File: src/rtl/irq_pkg.sv
// Shared types and constants for the interrupt arbiter.
// FSM state encoding, vector width and default source count.
package irq_pkg;

    localparam int VEC_W     = 5;
    localparam int N_SRC_DEF = 8;

    typedef enum logic [1:0] {
        ST_IDLE,
        ST_SERVICE,
        ST_GAP
    } irq_state_e;

endpackage

File: src/rtl/irq_prio_enc.sv
// Rotating priority encoder: first set request at or after start,
// wrapping past N-1 back to 0.
module irq_prio_enc
    import irq_pkg::*;
#(
    parameter int N = N_SRC_DEF
) (
    input  logic [N-1:0]     req,
    input  logic [VEC_W-1:0] start,
    output logic             valid,
    output logic [VEC_W-1:0] idx
);

    int j;

    always_comb begin
        valid = 1'b0;
        idx   = '0;
        j     = 0;
        for (int i = 0; i < N; i++) begin
            j = int'(start) + i;
            if (j >= N) j = j - N;
            if (!valid && req[j]) begin
                valid = 1'b1;
                idx   = VEC_W'(j);
            end
        end
    end

endmodule

File: src/rtl/irq_arbiter.sv
// Edge-triggered interrupt arbiter with one-cycle gap between grants.
// Define IRQ_ROUND_ROBIN_EN for rotating priority instead of fixed.
module irq_arbiter
    import irq_pkg::*;
#(
    parameter int               N_SRC    = N_SRC_DEF,
    parameter logic [VEC_W-1:0] ISR_BASE = '0,
    parameter logic [N_SRC-1:0] MASK_RST = '1
) (
    input  logic             clk,
    input  logic             rst,
    input  logic [N_SRC-1:0] i_irq_src,
    input  logic             i_mask_we,
    input  logic [N_SRC-1:0] i_mask_wdata,
    input  logic             i_reti,
    output logic             o_IRQ,
    output logic [VEC_W-1:0] o_ISR_addr,
    output logic [N_SRC-1:0] o_pending,
    output logic             o_busy
);

    irq_state_e       state;
    logic [N_SRC-1:0] prev;
    logic [N_SRC-1:0] pend;
    logic [N_SRC-1:0] mask;
    logic [N_SRC-1:0] edges;
    logic [N_SRC-1:0] clr;
    logic             hist_vld;
    logic             win_vld;
    logic [VEC_W-1:0] win_idx;
    logic [VEC_W-1:0] start_idx;
    logic             grant;

    // History is not trusted until one sample after reset, so a line
    // already high at release does not count as a rising edge.
    assign edges = i_irq_src & ~prev & {N_SRC{hist_vld}};
    assign grant = (state == ST_IDLE) && win_vld;
    assign clr   = grant ? (N_SRC'(1) << win_idx) : '0;

    assign o_pending = pend;
    assign o_busy    = (state != ST_IDLE);

`ifdef IRQ_ROUND_ROBIN_EN
    logic [VEC_W-1:0] rr_ptr;

    assign start_idx = (rr_ptr == VEC_W'(N_SRC - 1)) ? '0
                                                     : rr_ptr + 1'b1;

    always_ff @(posedge clk or negedge rst) begin
        if (!rst) begin
            rr_ptr <= VEC_W'(N_SRC - 1);
        end else if (grant) begin
            rr_ptr <= win_idx;
        end
    end
`else
    assign start_idx = '0;
`endif

    irq_prio_enc #(
        .N(N_SRC)
    ) u_enc (
        .req  (pend & mask),
        .start(start_idx),
        .valid(win_vld),
        .idx  (win_idx)
    );

    always_ff @(posedge clk or negedge rst) begin
        if (!rst) begin
            prev     <= '0;
            hist_vld <= 1'b0;
            pend     <= '0;
            mask     <= MASK_RST;
        end else begin
            prev     <= i_irq_src;
            hist_vld <= 1'b1;
            pend     <= (pend & ~clr) | edges;
            if (i_mask_we) mask <= i_mask_wdata;
        end
    end

    always_ff @(posedge clk or negedge rst) begin
        if (!rst) begin
            state      <= ST_IDLE;
            o_IRQ      <= 1'b0;
            o_ISR_addr <= '0;
        end else begin
            unique case (state)
                ST_IDLE: begin
                    if (grant) begin
                        state      <= ST_SERVICE;
                        o_IRQ      <= 1'b1;
                        o_ISR_addr <= ISR_BASE + win_idx;
                    end
                end
                ST_SERVICE: begin
                    if (i_reti) begin
                        state <= ST_GAP;
                        o_IRQ <= 1'b0;
                    end
                end
                ST_GAP: begin
                    state <= ST_IDLE;
                end
                default: begin
                    state <= ST_IDLE;
                    o_IRQ <= 1'b0;
                end
            endcase
        end
    end

endmodule

File: config.mk
export PLATFORM = sky130hd
export DESIGN_NAME = irq_arbiter
export DESIGN_NICKNAME = d
export VERILOG_FILES = /design/src/rtl/irq_pkg.sv /design/src/rtl/irq_prio_enc.sv /design/src/rtl/irq_arbiter.sv
export SDC_FILE = /design/constraint.sdc
export NUM_CORES = 1
export LEC_CHECK = 0
export BUFFER_PORTS_ARGS = -buffer_cell sky130_fd_sc_hd__buf_2
export CAP_MARGIN = 5
export CORE_MARGIN = 5
export CORE_UTILIZATION = 57
export DETAILED_ROUTE_END_ITERATION = 10
export PLACE_DENSITY = 0.78
export REMOVE_ABC_BUFFERS = 1
export SYNTH_ARGS = -nofsm -noshare
export SYNTH_HDL_FRONTEND = slang
export SYNTH_HIERARCHICAL = 1
export SYNTH_SLANG_ARGS = --single-unit
File: constraint.sdc
create_clock -name clk -period 10.57 [get_ports clk]
set_clock_uncertainty 0.2 [all_clocks]
set_input_delay 1.5855 -clock clk [delete_from_list [all_inputs] [get_ports clk]]
set_output_delay 1.5855 -clock clk [all_outputs]
set_load 0.01 [all_outputs]
==> results.json, run 1 <==
{
  "setup_slack_ps": 6650,
  "reg2reg_slack_ps": 6650,
  "dr.max_layer_used": "met4",
  "syn_area_um2": 3350,
  "viasPerCell": 6.03,
  "grt_pass1_wl_um": 13300,
  "wl_met2_um": 3980,
  "drc": 0,
  "cts_made_buffers": 5,
  "synth_flop_cell": "dfrtp_1",
  "vias": 2793,
  "initial_core_util_pct": 57.7,
  "die_width_um": 86.7,
  "synthTopCellsByCount": "29 x nand2_1, 25 x dfrtp_1, 25 x ha_1",
  "synth_area_leader_cell": "dfrtp_1",
  "cts_setup_buffers": 0,
  "ys_seq_area_share_pct": 24.9,
  "critPathLaunch": "o_pending[5]$_DFF_PN0_",
  "synthArstFlopShare_pct": 100,
  "area_delta_synth_final_pct": 9.74,
  "grt_pass1_vias": 2767,
  "antenna-diode-count": 0,
  "pre_cts_ws_ps": 6750,
  "seq_power_share_pct": 27.6,
  "drtPass1Iterations": 7,
  "ioPinCount": 35,
  "peakVddDrop_uv": 186,
  "required_ps": 10520,
  "drt_iter0_drc": 200,
  "critPathLaunchType": "register",
  "die_h_um": 86.7,
  "layout.nets": 432,
  "hold_buffers": 0,
  "swShare_pct": 41.4,
  "dp_hpwl_um": 6290,
  "p_leak_nw": 1.52,
  "netSwitchingPower_w": 0.000273,
  "synth_area_leaders": "dfrtp_1 19%, ha_1 9.3%, mux4_2 8.7%",
  "wl_per_cell_um": 17.1,
  "clkTransAtPathRegs_ps": 70,
  "hold_viol_final": 0,
  "hp-class": "register to register",
  "drive_above_1_share_pct": 26.3,
  "antenna_found_initial": 0,
  "timing.rr.start": "o_pending[5]$_DFF_PN0_",
  "rsz0062_at_grt": "no",
  "period_minus_slack_ps": 3920,
  "yosys.cell_types.count": 80,
  "synth_edf_count": 0,
  "seq_area_um2": 836,
  "gp_congestion": 1.01,
  "cp_data_arrival_time_ps": 3870,
  "finalNonFillerCells": 463,
  "min-delay-start": "prev[6]$_DFF_PN0_",
  "finalWirelength_um": 7930,
  "placementRows": 28,
  "synth_top_cell_area_share_pct": 18.7,
  "avgSynthCellArea_um2": 10.0,
  "cts_root_buf": "clkbuf_8",
  "intPower_w": 0.000387,
  "relSlewSlack_pct": 33.2,
  "cts_tree": "done",
  "path_class": "register to register",
  "clock-sinks": 33,
  "die_area_um2": 7520,
  "placed_cells": 455,
  "ys_warn_count": 6,
  "insertion_delay_ps": 280,
  "syn_inst": 334,
  "end_kind": "register",
  "track_usage_pct": 22.1,
  "pwr_density_cell_nw_per_um2": 179,
  "p_comb_share_pct": 54.4,
  "met1Wirelength_um": 3400,
  "met3_length_um": 344,
  "grt-ovfl-total": 0,
  "max_freq_mhz": 255,
  "grt_max_degree": 34,
  "tightestPinTransition_ps": 1000,
  "portBuffers": 34,
  "cts_resized": 0,
  "core_area_um2": 5820,
  "antenna_left": 0,
  "p_clk_share_pct": 18.0,
  "finalSetupViolCount": 0,
  "clk_path_buf_depth": 2,
  "h-tree-depth": 2,
  "fin_crit_sh_pct": 37.1,
  "fill_cells": 506,
  "finalMaxSlewViolations": 0,
  "yosysMostFrequentCell": "nand2_1",
  "maxCapViolCount": 0,
  "fin_tns_setup_ps": 0,
  "status": "finished, final reports clean",
  "ys_ff_latch": 33,
  "multi_input_area_um2": 2380,
  "path_max_fanout": 8
}
## cells in the final DEF (no fill, tap or decap), types with 8 or more instances in the layout
cell and count:
o21ai_0 10, xnor2_1 17, dfrtp_1 25, and2_1 8, nor2_1 14, ha_1 25, a21oi_1 20, nand2_1 29
dfstp_2 8, mux4_2 13, inv_1 16, conb_1 29, mux2i_1 10, buf_2 34, mux2_2 16
## routing by layer
layer  up-vias  track usage [%]
met5         -                0
met1      1357             27.9
met4         0             7.51
met2        92             38.0
met3        19             4.09
li1       1325                -
## per-stage QoR
| step | hold WS, ps | util (%) | instance area, um2 | power (W) |
|---|---|---|---|---|
| floorplan | 193 | - | 3300 | 0.000440 |
| global placement | 199 | 61.3 | 3560 | 0.000516 |
| global route | 252 | 63.3 | 3680 | 0.000707 |
| detailed placement | 211 | 61.3 | 3560 | 0.000523 |
| CTS | 220 | 63.3 | 3680 | 0.000644 |
| finish | 218 | 63.3 | 3680 | 0.000660 |
## state kept, by name, indices dropped and copies added (netlist names)
signal,count
mask,8
o_pending,8
state,2
prev,8
o_IRQ,1
hist_vld,1
o_ISR_addr,5
## final timing paths
| kind | end | cells after the start |
|---|---|---|
| worst max-delay path | o_pending[1]$_DFF_PN0_ | 10 |
| worst min-delay path | o_pending[6]$_DFF_PN0_ | 1 |
| worst max register to register | o_pending[1]$_DFF_PN0_ | 10 |
| min in group asynchronous | o_ISR_addr[0]$_DFFE_PN0P_ | 1 |
| max in group asynchronous | o_pending[0]$_DFF_PN0_ | 1 |
| worst min register to register | o_pending[6]$_DFF_PN0_ | 1 |
## worst max-delay path: stages, from the launching register on
cell     delay (ps)
dfrtp_1         410
and2_1          220
mux4_2          540
mux2_4          330
or3_4           380
nor3_2          320
nor2_1           90
a22oi_1         340
or3b_2          510
o41ai_1         360
nand2_1          90
## area by class of cell
type                            count  area share [%]
Timing Repair Buffer               34            4.62
Clock inverter                      3            1.26
Tap cell                           75            2.55
Sequential cell                    33            22.7
Inverter                           20            2.41
Clock buffer                        5            1.87
Multi-Input combinational cell    293            64.6
## logic make-up (layout without fill, tap and decap cells)
group,Yosys count,after routing,share of synthesized area (%)
simple gates,92,92,15.0
compound gates,84,84,18.5
mux,43,43,19.5
buf+inv,35,62,7.24
flops,33,33,24.9
fa+ha+maj,25,25,9.33
xor+xnor,20,20,5.22
other cells,2,29,0.224
## power by group through the flow
stage / Sequential (W) / Combinational [W] / Clock [W]
after floorplan: 0.000190 / 0.000250 / 0
after global placement: 0.000184 / 0.000332 / 0
after detailed placement: 0.000184 / 0.000338 / 0
after CTS: 0.000182 / 0.000341 / 0.000121
after global routing: 0.000187 / 0.000391 / 0.000128
final: 0.000182 / 0.000359 / 0.000119
(Power assumes the default switching activity.)
==> inputs of run 2 (changes only) <==
Clock period 10.57 ns to 4 ns, I/O delays scaled along.
==> run 2 against run 1 <==
Net effect: setup slack got worse by 6400 ps; flip-flop and latch count unchanged; largest cell class unchanged; clock power increased to 2.6 times the previous value; global-route usage decreased by 0.24 points; combinational power increased to 2.7 times the previous value.
==> results.json, run 2 (synthesized netlist as in run 1, its figures left out) <==
{
  "area_delta_synth_final_pct": 9.96,
  "period_minus_slack_ps": 3730,
  "critPathLaunchType": "register",
  "pwr_density_cell_nw_per_um2": 474,
  "insertion_delay_ps": 280,
  "die_width_um": 86.7,
  "fin_crit_sh_pct": 93.2,
  "cts_root_buf": "clkbuf_8",
  "r2r_end": "o_pending[1]$_DFF_PN0_",
  "required_ps": 3960,
  "placementRows": 28,
  "finalMaxSlewViolations": 0,
  "gp_congestion": 0.922,
  "hold_viol_final": 0,
  "rsz0062_at_grt": "no",
  "end_kind": "register",
  "cts_tree": "done",
  "p_leak_nw": 1.52,
  "vias": 2822,
  "hold_buffers": 0,
  "path_max_fanout": 8,
  "grt_pass1_vias": 2785,
  "status": "finished, final reports clean",
  "max_freq_mhz": 268,
  "mostFrequentLayoutCell": "buf_2",
  "drtPass1Iterations": 5,
  "hp-class": "input port to async pin",
  "path_class": "register to register",
  "cts_setup_buffers": 0,
  "h-tree-depth": 2,
  "fin_tns_setup_ps": 0,
  "grt_pass1_wl_um": 13200,
  "peakVddDrop_uv": 393,
  "layout.nets": 433,
  "antenna-diode-count": 0,
  "drive_above_1_share_pct": 26.5,
  "finalWirelength_um": 7820,
  "viasPerCell": 6.08,
  "finalSetupViolCount": 0,
  "timing.rr.start": "o_pending[5]$_DFF_PN0_",
  "initial_core_util_pct": 57.7,
  "clkTransAtPathRegs_ps": 70,
  "cp_slowest_cell": "mux4_2",
  "die_h_um": 86.7,
  "die_area_um2": 7520,
  "worst_path_largest_cell_delay_ps": 550,
  "endpoint": "o_pending[1]$_DFF_PN0_",
  "cts_resized": 0,
  "track_usage_pct": 21.9,
  "portBuffers": 34,
  "antenna_found_initial": 0,
  "clock-sinks": 33,
  "crit_path_cell_trace": "and2_1 -> mux4_2 -> mux2_4 -> or3_4 -> or3_1 -> a211oi_1 -> a31oi_1 -> or3b_2 -> o41ai_1 -> nand2_1",
  "critPathLaunch": "o_pending[5]$_DFF_PN0_",
  "drc": 0,
  "reg2reg_slack_ps": 270,
  "tightestPinTransition_ps": 711,
  "cp_data_arrival_time_ps": 3690,
  "cts_made_buffers": 5,
  "clk_path_buf_depth": 2,
  "grt-ovfl-total": 0,
  "wl_per_cell_um": 16.8,
  "antenna_left": 0,
  "power_w": 0.00175,
  "grt_max_degree": 34,
  "ioPinCount": 35,
  "layout_common_cells": "34 x buf_2, 29 x nand2_1, 29 x conb_1",
  "r2r_cells": 10,
  "relSlewSlack_pct": 52.6,
  "maxCapViolCount": 0,
  "dp_hpwl_um": 6080,
  "core_area_um2": 5820,
  "drt_iter0_drc": 203
}
run 2: cell types whose count changed in the layout (fill, tap and decap cells not counted), sizes merged:
cell	previous run	this run
buf	34	35
run 2: stage by stage:
step	util (%)	cells	setup slack, ps	hold WS [ps]	cell area [um2]
floorplan	-	346	558	104	3300
global placement	61.4	456	380	200	3570
detailed placement	61.4	456	317	209	3570
CTS	63.4	464	281	184	3690
global route	63.4	464	141	221	3690
finish	63.4	464	274	162	3690
run 2: layer usage:
metal | part of all wire (%) | up-vias | global-route usage (%)
met1 | 42 | 1357 | 29.3
met2 | 51 | 118 | 36.4
met3 | 5.6 | 12 | 3.14
li1 | - | 1335 | -
met5 | 0 | - | 0
met4 | 1.5 | 0 | 7.37
run 2: final cells by class:
cell class	count	area, um2
repair buffers	35	178
clock buffers	5	68.8
flip-flops and latches	33	836
fillers	507	2130
multi-input cells	293	2380
inverters	20	88.8
clock inverters	3	46.3
well taps	75	93.8
run 2: how the worst min path moves through the flow:
stage / end / slack (ps) / cells past startpoint
2_1_floorplan: hist_vld$_DFF_PN0_ / 100 / 0
3_3_place_gp: o_pending[6]$_DFF_PN0_ / 200 / 1
3_5_place_dp: o_pending[6]$_DFF_PN0_ / 210 / 1
4_1_cts: prev[4]$_DFF_PN0_ / 180 / 1
5_1_grt: prev[2]$_DFF_PN0_ / 220 / 1
6_report: o_ISR_addr[2]$_DFFE_PN0P_ / 160 / 1
run 2: worst max-delay path, delay by kind of cell (launching register included):
| family | cells | cell delay, ps |
|---|---|---|
| compound gates | 3 | 580 |
| simple gates | 5 | 1540 |
| flops | 1 | 410 |
| mux | 2 | 880 |
run 2: power breakdown:
group | switching, W | internal, W
sequential | 0.0000609 | 0.000421
clock | 0.000127 | 0.000186
combinational | 0.000531 | 0.000421
==> inputs of run 3 (changes only) <==
Settings changed: CTS_CLUSTER_SIZE from default to 20.
Clock period 4 ns to 3.7 ns, I/O delays scaled along.
==> run 3 against run 2 <==
Net effect: wire length is 4.4% higher; cell area increased by 3.0%; global-route usage rose by 0.84 points; flip-flop and latch count is the same; combinational power increased by 17%; critical path type unchanged.
==> results.json, run 3 (synthesized netlist as in run 1, its figures left out) <==
{
  "cts_resized": 0,
  "drc": 0,
  "finalWirelength_um": 8160,
  "h-tree-depth": 2,
  "crit_path_cell_trace": "and2_2 -> mux4_2 -> mux2_4 -> or3_4 -> or3_1 -> o22a_1 -> o21ai_2 -> nor4bb_2 -> nand3_1 -> a32o_1",
  "ioPinCount": 35,
  "cts_root_buf": "clkbuf_8",
  "antenna_found_initial": 0,
  "finalMaxSlewViolations": 0,
  "maxCapViolCount": 0,
  "layout.nets": 442,
  "final_util_pct": 65.3,
  "clk_path_buf_depth": 2,
  "clock-sinks": 33,
  "vias": 2835,
  "critPathLaunchType": "register",
  "cp_data_arrival_time_ps": 3500,
  "p_comb_share_pct": 56.4,
  "gp_congestion": 0.978,
  "timing.rr.start": "o_pending[5]$_DFF_PN0_",
  "mostFrequentLayoutCell": "buf_2",
  "die_h_um": 86.7,
  "dp_hpwl_um": 6410,
  "die_area_um2": 7520,
  "die_width_um": 86.7,
  "clkTransAtPathRegs_ps": 70,
  "grt-ovfl-total": 0,
  "p_clk_share_pct": 17.1,
  "max_freq_mhz": 284,
  "fin_crit_sh_pct": 95.0,
  "relSlewSlack_pct": 52.7,
  "initial_core_util_pct": 57.7,
  "end_kind": "register",
  "portBuffers": 34,
  "swShare_pct": 41.0,
  "layout_common_cells": "34 x buf_2, 29 x nand2_1, 29 x conb_1",
  "tightestPinTransition_ps": 710,
  "cts_tree": "done",
  "track_usage_pct": 22.7,
  "grt_pass1_vias": 2747,
  "cp_slowest_cell": "mux4_2",
  "hold_viol_final": 0,
  "core_area_um2": 5820,
  "holdWs_ps": 107,
  "path_max_fanout": 8,
  "endpoint": "o_pending[7]$_DFF_PN0_",
  "drt_iter0_drc": 187,
  "drtPass1Iterations": 5,
  "p_leak_nw": 1.58,
  "grt_pass1_wl_um": 13500,
  "cts_made_buffers": 5,
  "critPathLaunch": "o_pending[5]$_DFF_PN0_",
  "rsz0062_at_grt": "yes",
  "placementRows": 28,
  "worst_path_largest_cell_delay_ps": 490,
  "wl_per_cell_um": 17.3,
  "hp-class": "input port to async pin",
  "viasPerCell": 5.99,
  "cts_setup_buffers": 0,
  "status": "finished, final reports clean",
  "drive_above_1_share_pct": 29.9,
  "grt_max_degree": 34,
  "peakVddDrop_uv": 362,
  "area_delta_synth_final_pct": 13.2,
  "seq_power_share_pct": 26.5,
  "fill_cells": 487,
  "intPower_w": 0.00117,
  "reg2reg_slack_ps": 180,
  "hold_buffers": 0,
  "required_ps": 3690,
  "insertion_delay_ps": 290,
  "finalSetupViolCount": 0,
  "r2r_end": "o_pending[7]$_DFF_PN0_",
  "path_class": "register to register",
  "antenna-diode-count": 0,
  "r2r_cells": 10,
  "antenna_left": 0,
  "pwr_density_cell_nw_per_um2": 521,
  "period_minus_slack_ps": 3520,
  "netSwitchingPower_w": 0.000810
}
[run 3: cell type report]
cell class              instances  area [um2]  share of cell area [%]
clock buffers                   5        68.8                    1.81
flip-flops and latches         33         836                    22.0
repair buffers                 44         245                    6.46
well taps                      75        93.8                    2.47
clock inverters                 3        46.3                    1.22
multi-input cells             293        2420                    63.7
inverters                      20        88.8                    2.34
[run 3: layer usage]
metal	vias to the layer above	part of all wire, %	routed length (um)	global-route usage (%)
met3	13	5.2	428	3.33
li1	1348	-	-	-
met5	-	0	0	0
met2	95	51	4150	39.8
met1	1379	42	3450	29.2
met4	0	1.6	127	6.09
[run 3: power by group through the flow]
stage                     Sequential (W)  Clock, W  Combinational, W
final                           0.000524  0.000338           0.00111
after global routing            0.000535  0.000356           0.00121
after CTS                       0.000521  0.000344           0.00103
after detailed placement        0.000527         0           0.00103
after global placement          0.000524         0           0.00101
after floorplan                 0.000543         0          0.000713
[run 3: worst max-delay path: cells and delay by family (launching register included)]
kind / cells / cell delay, ps
compound gates: 3 / 560
flops: 1 / 390
mux: 2 / 800
simple gates: 5 / 1460
[run 3: stage by stage]
step           TNS [ps]  instance area (um2)  power [W]  worst slack [ps]  instances
2_1_floorplan         0                 3300    0.00126               258        346
3_3_place_gp          0                 3640    0.00153               188        465
3_5_place_dp          0                 3640    0.00155              58.0        465
4_1_cts               0                 3750    0.00190              34.9        473
5_1_grt           -7.19                 3800    0.00210             -7.19        473
6_report              0                 3800    0.00198               184        473
[run 3: worst min-delay path by stage]
stage | to | slack (ps) | cells after the start
after detailed placement | o_pending[6]$_DFF_PN0_ | 220 | 1
after global placement | o_pending[6]$_DFF_PN0_ | 210 | 1
final | prev[2]$_DFF_PN0_ | 110 | 1
after CTS | prev[1]$_DFF_PN0_ | 120 | 1
after floorplan | hist_vld$_DFF_PN0_ | 60 | 0
after global routing | prev[2]$_DFF_PN0_ | 170 | 1
